==> src/rtl/f2m_sqr_seq.sv <==
// Repeated squaring over F_2^m: z = a^(2^k) mod f(x), one squaring per clock.
// f2m_sqr is the combinational squarer; f2m_sqr_seq sequences it over an accumulator.

module f2m_sqr #(
    parameter int          M  = 163,
    parameter logic [M-1:0] FX = 163'hc9
) (
    input  logic [M-1:0] i_a,
    output logic [M-1:0] o_z
);

    // Squaring in GF(2) spreads bits to even positions; high terms fold back via x^M = FX.
    function automatic logic [M-1:0] sqr_mod(input logic [M-1:0] a_in);
        logic [2*M-2:0] r;
        r = '0;
        for (int i = 0; i < M; i++) begin
            r[2*i] = a_in[i];
        end
        for (int i = 2*M-2; i >= M; i--) begin
            if (r[i]) begin
                r[i-M +: M] = r[i-M +: M] ^ FX;
                r[i]        = 1'b0;
            end
        end
        return r[M-1:0];
    endfunction

    assign o_z = sqr_mod(i_a);

endmodule

module f2m_sqr_seq #(
    parameter int          M  = 163,
    parameter logic [M-1:0] FX = 163'hc9,
    parameter int          KW = 8
) (
    input  logic          clk,
    input  logic          rst_n,
    input  logic          start,
    input  logic [M-1:0]  a,
    input  logic [KW-1:0] k,
    output logic          busy,
    output logic          done,
    output logic [M-1:0]  z
);

    typedef enum logic [1:0] {
        S_IDLE = 2'd0,
        S_RUN  = 2'd1,
        S_DONE = 2'd2
    } state_t;

    state_t        r_state;
    state_t        w_state_nxt;
    logic [M-1:0]  r_acc;
    logic [KW-1:0] r_cnt;
    logic [M-1:0]  r_z;
    logic          r_busy;
    logic          r_done;
    logic [M-1:0]  w_sqr;
    logic          w_accept;
    logic          w_k_zero;
    logic          w_last;
    logic          w_busy_nxt;
    logic          w_done_nxt;

    f2m_sqr #(.M(M), .FX(FX)) u_sqr (
        .i_a (r_acc),
        .o_z (w_sqr)
    );

    // DONE accepts a new request so back-to-back operations lose no cycle.
    assign w_accept = start && ((r_state == S_IDLE) || (r_state == S_DONE));
    assign w_k_zero = (k == {KW{1'b0}});
    assign w_last   = (r_cnt == {{(KW-1){1'b0}}, 1'b1});

    // State register.
    always_ff @(posedge clk or negedge rst_n) begin
        if (!rst_n) begin
            r_state <= S_IDLE;
        end else begin
            r_state <= w_state_nxt;
        end
    end

    // Next-state logic.
    always_comb begin
        w_state_nxt = r_state;
        case (r_state)
            S_IDLE, S_DONE: begin
                if (w_accept) begin
                    w_state_nxt = w_k_zero ? S_DONE : S_RUN;
                end else begin
                    w_state_nxt = S_IDLE;
                end
            end
            S_RUN: begin
                if (w_last) begin
                    w_state_nxt = S_DONE;
                end else begin
                    w_state_nxt = S_RUN;
                end
            end
            default: w_state_nxt = S_IDLE;
        endcase
    end

    // Output decode of the upcoming state, registered below so busy/done are flop outputs.
    always_comb begin
        w_busy_nxt = 1'b0;
        w_done_nxt = 1'b0;
        case (w_state_nxt)
            S_RUN:   w_busy_nxt = 1'b1;
            S_DONE:  w_done_nxt = 1'b1;
            default: begin
                w_busy_nxt = 1'b0;
                w_done_nxt = 1'b0;
            end
        endcase
    end

    // Output flops.
    always_ff @(posedge clk or negedge rst_n) begin
        if (!rst_n) begin
            r_busy <= 1'b0;
            r_done <= 1'b0;
        end else begin
            r_busy <= w_busy_nxt;
            r_done <= w_done_nxt;
        end
    end

    // Datapath: accumulator, squaring counter and result register.
    always_ff @(posedge clk or negedge rst_n) begin
        if (!rst_n) begin
            r_acc <= {M{1'b0}};
            r_cnt <= {KW{1'b0}};
            r_z   <= {M{1'b0}};
        end else if (w_accept) begin
            r_acc <= a;
            r_cnt <= k;
            if (w_k_zero) begin
                r_z <= a;
            end
        end else if (r_state == S_RUN) begin
            r_acc <= w_sqr;
            r_cnt <= r_cnt - {{(KW-1){1'b0}}, 1'b1};
            if (w_last) begin
                r_z <= w_sqr;
            end
        end
    end

    assign busy = r_busy;
    assign done = r_done;
    assign z    = r_z;

endmodule

==> config.mk <==
export PLATFORM = sky130hd
export DESIGN_NAME = f2m_sqr_seq
export DESIGN_NICKNAME = d
export VERILOG_FILES = /design/src/rtl/f2m_sqr_seq.sv
export SDC_FILE = /design/constraint.sdc
export NUM_CORES = 1
export LEC_CHECK = 0
export ABC_AREA = 1
export BUFFER_PORTS_ARGS = -buffer_cell sky130_fd_sc_hd__buf_2
export CAP_MARGIN = 10
export CORE_ASPECT_RATIO = 1.2
export CORE_MARGIN = 3
export CORE_UTILIZATION = 50
export DETAILED_ROUTE_END_ITERATION = 12
export GPL_TIMING_DRIVEN = 0
export MAX_ROUTING_LAYER = met4
export PLACE_DENSITY = 0.78
export SLEW_MARGIN = 15
export SYNTH_ARGS = -nofsm -noshare
export SYNTH_HDL_FRONTEND = slang
export SYNTH_SLANG_ARGS = --single-unit
export TNS_END_PERCENT = 10
==> constraint.sdc <==
create_clock -name clk -period 1.5 [get_ports clk]
set_input_delay 0.225 -clock clk [delete_from_list [all_inputs] [get_ports clk]]
set_output_delay 0.225 -clock clk [all_outputs]
set_load 0.01 [all_outputs]
==> After elaboration in Yosys (flattened, before gate mapping) <==
Index checks and enable logic that the tools add are counted.
W data, S select, Z words.
{ "word_totals": {"reg_bits": 338, "wordCells": 359, "in_bits": 174} }
{ "op_classes": {"add_sub_neg": 1, "bitwise": 162, "n_eq_ne": 6, "reduce_logical": 8, "muxes": 176} }
{ "op_table": {"columns": ["cell", "count"], "rows": [
  ["$mux W8", 164],
  ["$mux W163", 6],
  ["$not A4 Y4", 162],
  ["$eq A8 B1 Y1 const B", 1],
  ["$logic_not A8 Y1", 1],
  ["$sub A8 B1 Y8 const B", 1],
  ["$mux W2", 3],
  ["$eq A2 B1 Y1 const B", 2],
  ["$eq A2 B2 Y1 const B", 2],
  ["$pmux W2 S2", 1],
  ["$reduce_bool A2 Y1", 2],
  ["$reduce_and A3 Y1", 1],
  ["$logic_not A2 Y1", 1],
  ["$mux W1", 2],
  ["$ne A2 B1 Y1 const B", 1],
  ["$reduce_or A2 Y1", 1],
  ["$logic_and A1 B1 Y1", 1],
  ["$logic_or A1 B1 Y1", 1]
]} }

==> Depth between registers and ports, before layout <==
Gate-level depths: netlist of run 1.
{ "logic_depth": {"ltp_word": 327, "ltp_mapped": 11, "mapped_depth_nobuf": 10} }

==> Modules after synthesis <==
From an unflattened synthesis of run 1, not the netlist that was laid out.
{ "hier_totals": {"hier_cells": 2157, "hier_area_um2": 17661.9} }
{ "by_module_without_submodules": {"columns": ["mod", "n_inst", "cells_per_inst", "area_each_um2"], "rows": [
  ["f2m_sqr_seq", 1, 1866, 15299.7],
  ["f2m_sqr", 1, 291, 2362.3]
]} }

==> Worst setup path after synthesis of run 1 <==
Ideal clock, no wire load.
{ "synth_path": {"path_type": "register -> register", "start": "register r_cnt[3]", "end": "register r_z[73], in the netlist z[73]", "stages_incl_launch_ff": 9, "setup_time_ns": 0.117, "t_arrival_ns": 1.451, "path_buffers": 2, "slack_ns": -0.068, "cell_sequence": "dfrtp_1 > nor2_1 > nand3_1 > o21ai_4 > nand3_2 > buf_2 > buf_2 > nand2_1 > nand2_1"} }
{ "synth_between": {"elab_chain_cells": 3} }
{ "synth_lines": {"columns": ["element", "line", "source"], "rows": [
  ["start: declaration", "56", "logic [KW-1:0] r_cnt;"],
  ["start signal: assignment", "137", "r_cnt <= {KW{1'b0}};"],
  ["start signal: assignment", "141", "r_cnt <= k;"],
  ["start signal: assignment", "147", "r_cnt <= r_cnt - {{(KW-1){1'b0}}, 1'b1};"],
  ["$eq A8 B1 Y1", "75", "assign w_last = (r_cnt == {{(KW-1){1'b0}}, 1'b1});"],
  ["$reduce_bool A2 Y1 (no source line)", null, null],
  ["$reduce_and A3 Y1 (no source line)", null, null],
  ["end signal: assignment", "138", "r_z <= {M{1'b0}};"],
  ["end signal: assignment", "149", "r_z <= w_sqr;"],
  ["end: declaration", "57", "logic [M-1:0] r_z;"]
]} }
Every way passes these cells.
A chain may end at the register's enable or synchronous reset.

==> Final worst setup path of run 1 <==
{ "layout_path": {"start": "register r_cnt[2]", "end": "register r_z[13], in the netlist z[13]"} }
Same word-level chain as after synthesis.

==> metrics.md, run 1 <==
| Metric | Value |
|---|---|
| Status | finished, violations left |
| Violated checks | setup timing |
| Syn Inst Count | 2,321 |
| Setup Skew | approximately 25 ps |
| Crit path launch type | flop |
| Die ar. | 36,900 µm² |
| Clk slew on worst S/H paths | 70 ps |
| Mapped cell area | ~17,000 µm² |
| CTS root buf | clkbuf_16 |
| Wire per inst | about 22 µm |
| Num CTS Buffers | 38 |
| Synth unique cells | 32 |
| Final nets | between 2,000 and 3,000 |
| Most used DFF post-synth | dfrtp_1 |
| Tmin final | 1850 ps |
| Clock latency on the worst-skew pair | 550 ps |
| Hold Violations, Final | 0 |
| Yosys reg bits | about 340 |
| DP HPWL | 49,200 µm |
| Final setup fails | 329 |
| Syn Area/Cell | 7.46 µm² |
| Pins Over Slew Limit | 0 |
| TNS Setup | -69,490 ps |
| Area Overhead vs Synth | 45.6% |
| RePlAce Congestion | 0.987 |
| Syn Nets | between 2,000 and 2,500 |
| DP Area | 19,700 µm² |
| CTS Sinks | 338 |
| Htree depth | 2 |
| CP Capture Type | flop |
| Fin crit share | 124% |
| Via-to-Cell Ratio | approximately 5.7 |
| RSZ-0062 raised after global routing | true |
| Layout cells sized above 1 | 34.9% |
| Antenna-violating nets left | 0 |
| Count leader, synth | nand2_1 |
| Hold path start | a[145] |
| Synth top area share | 48.8% |
| Critical path class | flop to flop |
| Vias in the first global route | around 18,000 |
| Async set-reset flop share out of synthesis | 100% |
| Die H | 210 µm |
| CTS tree | yes |
| RR Startpoint | r_cnt[2] |
| Slew headroom | 60.3% |
| PortBufs | 338 |
| HP Class | input pin to flop |
| FMAX | 540 MHz |
| Data arrival time of the worst path | 2300 ps |
| Initial antenna violation count | 1 |
| Row cnt | 74 |
| Worst slack, placed | -848 ps |
| All-Layer GR Usage | 37.7% |
| Largest net degree at the start of global routing | 105 |
| Fin util | about three quarters |
| DRT Wirelength | approximately 73,000 µm |
| Final Hold Slack | 13.4 ps |
| Pre-antenna DRT Iters | 6 |
| Synth area leaders | dfrtp_1, nand2_1, o21ai_0 |
| Power density over cell area | 767 nW/µm² |
| Initial Util | between 50% and 60% |
| Synth cell count leaders | nand2_1, dfrtp_1, o21ai_0, inv_1, xnor2_1 |
| Worst slew pin tran | 595 ps |
| Floorplan Core Area | 34,100 µm² |
| Worst EP required | around 2000 ps |
| Seq/Total Area, Yosys | roughly half |
| Gr ovfl total | 0 |
| Number of synthesized flops with an enable pin | 0 |
| 1st-iter DRT viols | just over 2,000 |
| Die width | 176 µm |
| Power after layout | 19.3 mW |
| Largest area contributor in the netlist | dfrtp_1 |
| Lkg Pwr | 13.3 nW |
| First-pass GRT wire length | 104,000 µm |
| Post-route non-filler standard cell count | roughly 3,300 |
| Critical path peak fanout | 5 |
| Worst IR Drop VDD | approximately 0.00079 V |
| Final instance area | 25,200 µm² |
| Clock buffer depth | 3 |
| Setup ws final | -353 ps |
| CP startpoint | r_cnt[2] |
| IO Count | 339 |
| Max cap viols | 0 |
| Yosys warns | 0 |
| DRC | 0 |
| Via count | 18,513 |
| Number of placed cells counting well taps | a little over 3,000 |
-- registers in the layout (all words and copies together), names as in the netlist --
| register | flops |
|---|---|
| r_cnt | 8 |
| z | 163 |
| busy | 1 |
| done | 1 |
| r_state | 2 |
| r_acc | 163 |
-- final cells by class --
type	count	area, µm²
Antenna cell	1	2.50
Sequential cell	338	8460
Clock buffer	55	1090
Clock inverter	12	164
Fill cell	2594	8850
Inverter	173	674
Timing Repair Buffer	428	3230
Tap cell	456	571
Multi-Input combinational cell	1682	9490
Timing Repair inverter	1	8.76
Buffer	124	1530
-- worst paths after layout --
| kind | endpoint | slack (ps) | cells after the start |
|---|---|---|---|
| worst max-delay path | z[13] | -350 | 9 |
| worst max register to register | z[13] | -350 | 9 |
| min in group asynchronous | z[141] | 200 | 2 |
| worst min-delay path | z[145] | 10 | 5 |
| worst min register to register | z[122] | 470 | 2 |
| max in group asynchronous | z[20] | 370 | 3 |
-- cell families (layout without fill, tap and decap cells) --
kind of cell               count (synthesis)  in the layout  synth area share, %
AOI/OAI and AO/OA                        320            320                 10.1
buffers and inverters                    301            793                 7.71
xor gates and xnor gates                 106            106                 5.36
adders and majority gates                  2              2                0.144
other                                      0              1                    0
DFF                                      338            338                 48.8
and+or+nand+nor                         1254           1254                 27.8
-- worst max-delay path, cell delays in order (launching register included) --
cell and delay, ps:
dfrtp_1 400, nor2_2 160, nand3_2 120, o21ai_4 220
nand3_4 160, buf_12 200, clkbuf_16 180, clkbuf_16 170
nand2_1 60, nand2_1 70
-- timing repair --
item	in CTS	in global routing
hold endpoints to repair	56	0
gates resized for setup	425	496
gates cloned	17	16
setup endpoints to repair	336	332
pin swaps	24	84
hold buffers	9	0
setup buffers	38	10
-- cells in the final DEF (no fill, tap or decap), types with 15 or more instances in the layout --
cell type / instances
nand2_1: 873
buf_2: 339
dfrtp_1: 336
inv_1: 165
nand2_2: 162
xnor2_1: 103
o21ai_2: 77
o21ai_1: 75
nand3_1: 74
nor2_1: 73
o21ai_0: 61
clkbuf_16: 57
nand2_4: 47
a31oi_2: 40
buf_4: 38
buf_8: 36
buf_12: 32
clkbuf_1: 28
a31oi_4: 24
buf_6: 23
buf_16: 19
clkbuf_8: 15
-- per-layer routing --
| layer | routed length [µm] | vias to the layer above | part of all wire, % | global-route usage, % |
|---|---|---|---|---|
| li1 | - | 8228 | - | - |
| met1 | 27600 | 8931 | 38 | 47.1 |
| met2 | 35200 | 1114 | 48 | 61.0 |
| met3 | 5550 | 240 | 7.7 | 4.85 |
| met4 | 4260 | 0 | 5.9 | 18.2 |
| met5 | 0 | - | 0 | - |
-- report_power, final --
part           internal, mW  total [mW]  switching (mW)
logic                 0.203       0.547           0.344
registers              9.12        9.12               0
clock network          5.62        9.67            4.05
Power figures use the tool's default switching activity.
==> run 2: changes to the inputs <==
--- a/config.mk
+++ b/config.mk
@@ -5,11 +5,9 @@
 export SDC_FILE = /design/constraint.sdc
 export NUM_CORES = 1
 export LEC_CHECK = 0
-export ABC_AREA = 1
 export BUFFER_PORTS_ARGS = -buffer_cell sky130_fd_sc_hd__buf_2
 export CAP_MARGIN = 10
 export CORE_ASPECT_RATIO = 1.2
-export CORE_MARGIN = 3
 export CORE_UTILIZATION = 50
 export DETAILED_ROUTE_END_ITERATION = 12
 export GPL_TIMING_DRIVEN = 0
@@ -18,5 +16,6 @@
 export SLEW_MARGIN = 15
 export SYNTH_ARGS = -nofsm -noshare
 export SYNTH_HDL_FRONTEND = slang
+export SYNTH_HIERARCHICAL = 1
 export SYNTH_SLANG_ARGS = --single-unit
 export TNS_END_PERCENT = 10
==> metrics.md, run 2 <==
| Metric | Value |
|---|---|
| Die width | 171 µm (-2.9%) |
| Initial antenna violation count | 2 (+1) |
| Post-route non-filler standard cell count | 2,736 (-16%) |
| 1st-iter DRT viols | 1,647 (-18%) |
| Layout cells sized above 1 | 24.4% (-11 points) |
| Initial Util | 51.1% (+0.29 points) |
| FILL cells | 2,537 (-2.2%) |
| Via count | 16,523 (-11%) |
| Power density over cell area | 2740 nW/µm² (+260%) |
| Worst IR Drop VDD | 0.00132 V (+68%) |
| Setup ws final | -965 ps (-613 ps) |
| Wire per inst | 23.4 µm (+5.3%) |
| IO Count | 339 (unchanged) |
| Num CTS Buffers | 36 (-5.3%) |
| Async set-reset flop share out of synthesis | 100% (unchanged) |
| DP HPWL | 45,300 µm (-7.9%) |
| Yosys warns | 6 (+6) |
| Count leader, synth | dfrtp_1 |
| Yosys reg bits | 338 (unchanged) |
| Final setup fails | 336 (+2.1%) |
| Max cap viols | 0 (unchanged) |
| All-Layer GR Usage | 37.5% (-0.24 points) |
| Tmin final | 2470 ps (+613 ps) |
| Gr ovfl total | 0 (unchanged) |
| Grt met1 use | 47.6% (+0.51 points) |
| Synth cell count leaders | dfrtp_1, nand2_1, nor2_1, o22ai_1, a31oi_1 |
| Synth area leaders | dfrtp_1, xnor2_1, a2bb2oi_1 |
| Largest area contributor in the netlist | dfrtp_1 |
| GR peak layer | met2 |
| Syn Nets | 1,935 (-23%) |
| Post-cts hold buffer count | 118 (+109) |
| Final Hold Slack | -408 ps (-422 ps) |
| TNS Setup | -162,980 ps (-93,490 ps) |
| Htree depth | 2 (unchanged) |
| FMAX | 406 MHz (-25%) |
| Most used DFF post-synth | dfrtp_1 |
| Number of placed cells counting well taps | 2,550 (-18%) |
| Seq/Total Area, Yosys | 49.5% (+0.66 points) |
| R2R setup slack | -970 ps (-610 ps) |
| Fin crit share | 164% (+41 points) |
| Lkg Pwr | 10.6 nW (-21%) |
| Setup Skew | 17.7 ps (-7.30 ps) |
| Clk slew on worst S/H paths | 60 ps (about the same) |
| PortBufs | 338 (unchanged) |
| Syn Area/Cell | 9.72 µm² (+30%) |
| HP Class | input pin to asynchronous set/reset pin |
| Synth top area share | 49.5% (+0.66 points) |
| CP Capture Type | flop |
| Row cnt | 73 (-1.4%) |
| Die ar. | 34,900 µm² (-5.4%) |
| Sw frac | 44.6% (+22 points) |
| Die H | 205 µm (-2.6%) |
| Violated checks | hold timing, setup timing |
| Most frequent cells in the layout | buf_2, dfrtp_1, nand2_1 |
| Share of power burned in registers | 31.0% (-16 points) |
| RSZ-0062 raised after global routing | true |
| Final nets | 2,439 (-18%) |
| Comb pwr share | 53.7% (+51 points) |
| Met3 usage | 4.33% (-0.52 points) |
| Via-to-Cell Ratio | 6.04 (+6.7%) |
| Largest net degree at the start of global routing | 107 (+1.9%) |
| Crit path launch type | flop |
| Power after layout | 62.2 mW (+220%) |
| First-pass GRT wire length | 95,800 µm (-7.6%) |
| Floorplan Core Area | 33,400 µm² (-1.9%) |
| Hold Violations, Final | 56 (+56) |
| DRC | 0 (unchanged) |
| Pint | 34.5 mW (+130%) |
| Vias in the first global route | 16,467 (-8.1%) |
| Status | finished, violations left |
| Area Overhead vs Synth | 32.7% |
| Pins Over Slew Limit | 0 (unchanged) |
| Clock buffer depth | 3 (unchanged) |
| Worst slew pin tran | 592 ps (-2.49 ps) |
| Pre-antenna DRT Iters | 6 (unchanged) |
| Critical path class | flop to flop |
| RePlAce Congestion | 0.962 (-2.5%) |
| Syn Inst Count | 1,759 (-24%) |
| CTS Sinks | 338 (unchanged) |
| CTS tree | yes |
| CTS root buf | clkbuf_16 |
| Data arrival time of the worst path | 2880 ps (+580 ps) |
| Synth unique cells | 37 (+16%) |
| Fin util | 67.8% (-6.2 points) |
| Mapped cell area | 17,100 µm² (-1.3%) |
| Critical path peak fanout | 10 (+5) |
| NetSw | 27.7 mW (+530%) |
| DRT Wirelength | 64,000 µm (-12%) |
| Number of synthesized flops with an enable pin | 0 (unchanged) |
| Worst EP required | 1910 ps (-40 ps) |
| Antenna-violating nets left | 0 (unchanged) |
| Met2 usage | 59.6% (-1.4 points) |
| Clock power frac | 15.3% (-35 points) |
| Clock latency on the worst-skew pair | 530 ps (-20 ps) |
| Slew headroom | 60.5% (+0.17 points) |
| Commonest non-fill, non-tap cell in the layout | buf_2 |
==> run 2: stage by stage <==
stage               instance area (µm²)  worst slack (ps)  hold WS [ps]
floorplan                         17100              -641         -70.6
global placement                  19400             -6240           466
detailed placement                19400             -1470           154
CTS                               22400              -904          -407
global route                      22700              -991          -395
finish                            22700              -965          -408
==> run 2: what timing repair did <==
action	in CTS	in global routing
resized for setup	176	43
setup buffers	3	2
pin swaps	0	2
endpoints found under the hold margin	164	46
endpoints found under the setup margin	338	338
gates cloned	0	3
==> run 2: metal layers <==
layer  share of wire (%)  routed length, µm
met1                  40              25300
met5                   0                  0
met4                 5.3               3400
met3                 7.5               4830
met2                  48              30400
==> run 2: final timing paths <==
path                          start    endpoint  cells past startpoint
max                        r_cnt[6]      z[103]                      7
min                           rst_n  r_acc[135]                      1
max reg2reg                r_cnt[6]      z[103]                      7
min reg2reg                   z[57]       z[57]                      1
max in group asynchronous     rst_n   r_acc[21]                      3
min in group clk              a[67]   r_acc[67]                      3
==> run 2: final cells by class <==
type                            count  area (µm²)  area share, %
Antenna cell                        2        5.00         0.0221
Buffer                            148        1310           5.79
Clock buffer                       47        1040           4.60
Clock inverter                     12         194          0.855
Inverter                            2        7.51         0.0331
Multi-Input combinational cell   1270        8000           35.3
Sequential cell                   338        8460           37.3
Tap cell                          450         563           2.48
Timing Repair Buffer              467        3090           13.6
==> run 2: power by group through the flow <==
stage	Sequential [mW]	Clock (mW)	Combinational [mW]
floorplan	18.2	0	21.2
global placement	19.1	0	29.9
detailed placement	19.1	0	30.4
CTS	19.1	9.61	31.9
global route	19.6	9.93	36.1
finish	19.3	9.54	33.4
==> run 2: logic make-up after synthesis <==
group                      after synthesis  share of synthesized area (%)
and+or+nand+nor                        515                           11.6
AOI/OAI and AO/OA                      508                           21.5
DFF                                    338                           49.5
xor gates and xnor gates               245                           12.8
buffers and inverters                  151                           4.44
adders and majority gates                2                          0.146
==> run 2: worst max-delay path, stage by stage (launching register included) <==
cell       delay, ps
dfrtp_1          390
or4_4            550
or4b_4           540
a22oi_2          280
buf_12           180
clkbuf_16        170
buf_6            180
a2bb2oi_1         80
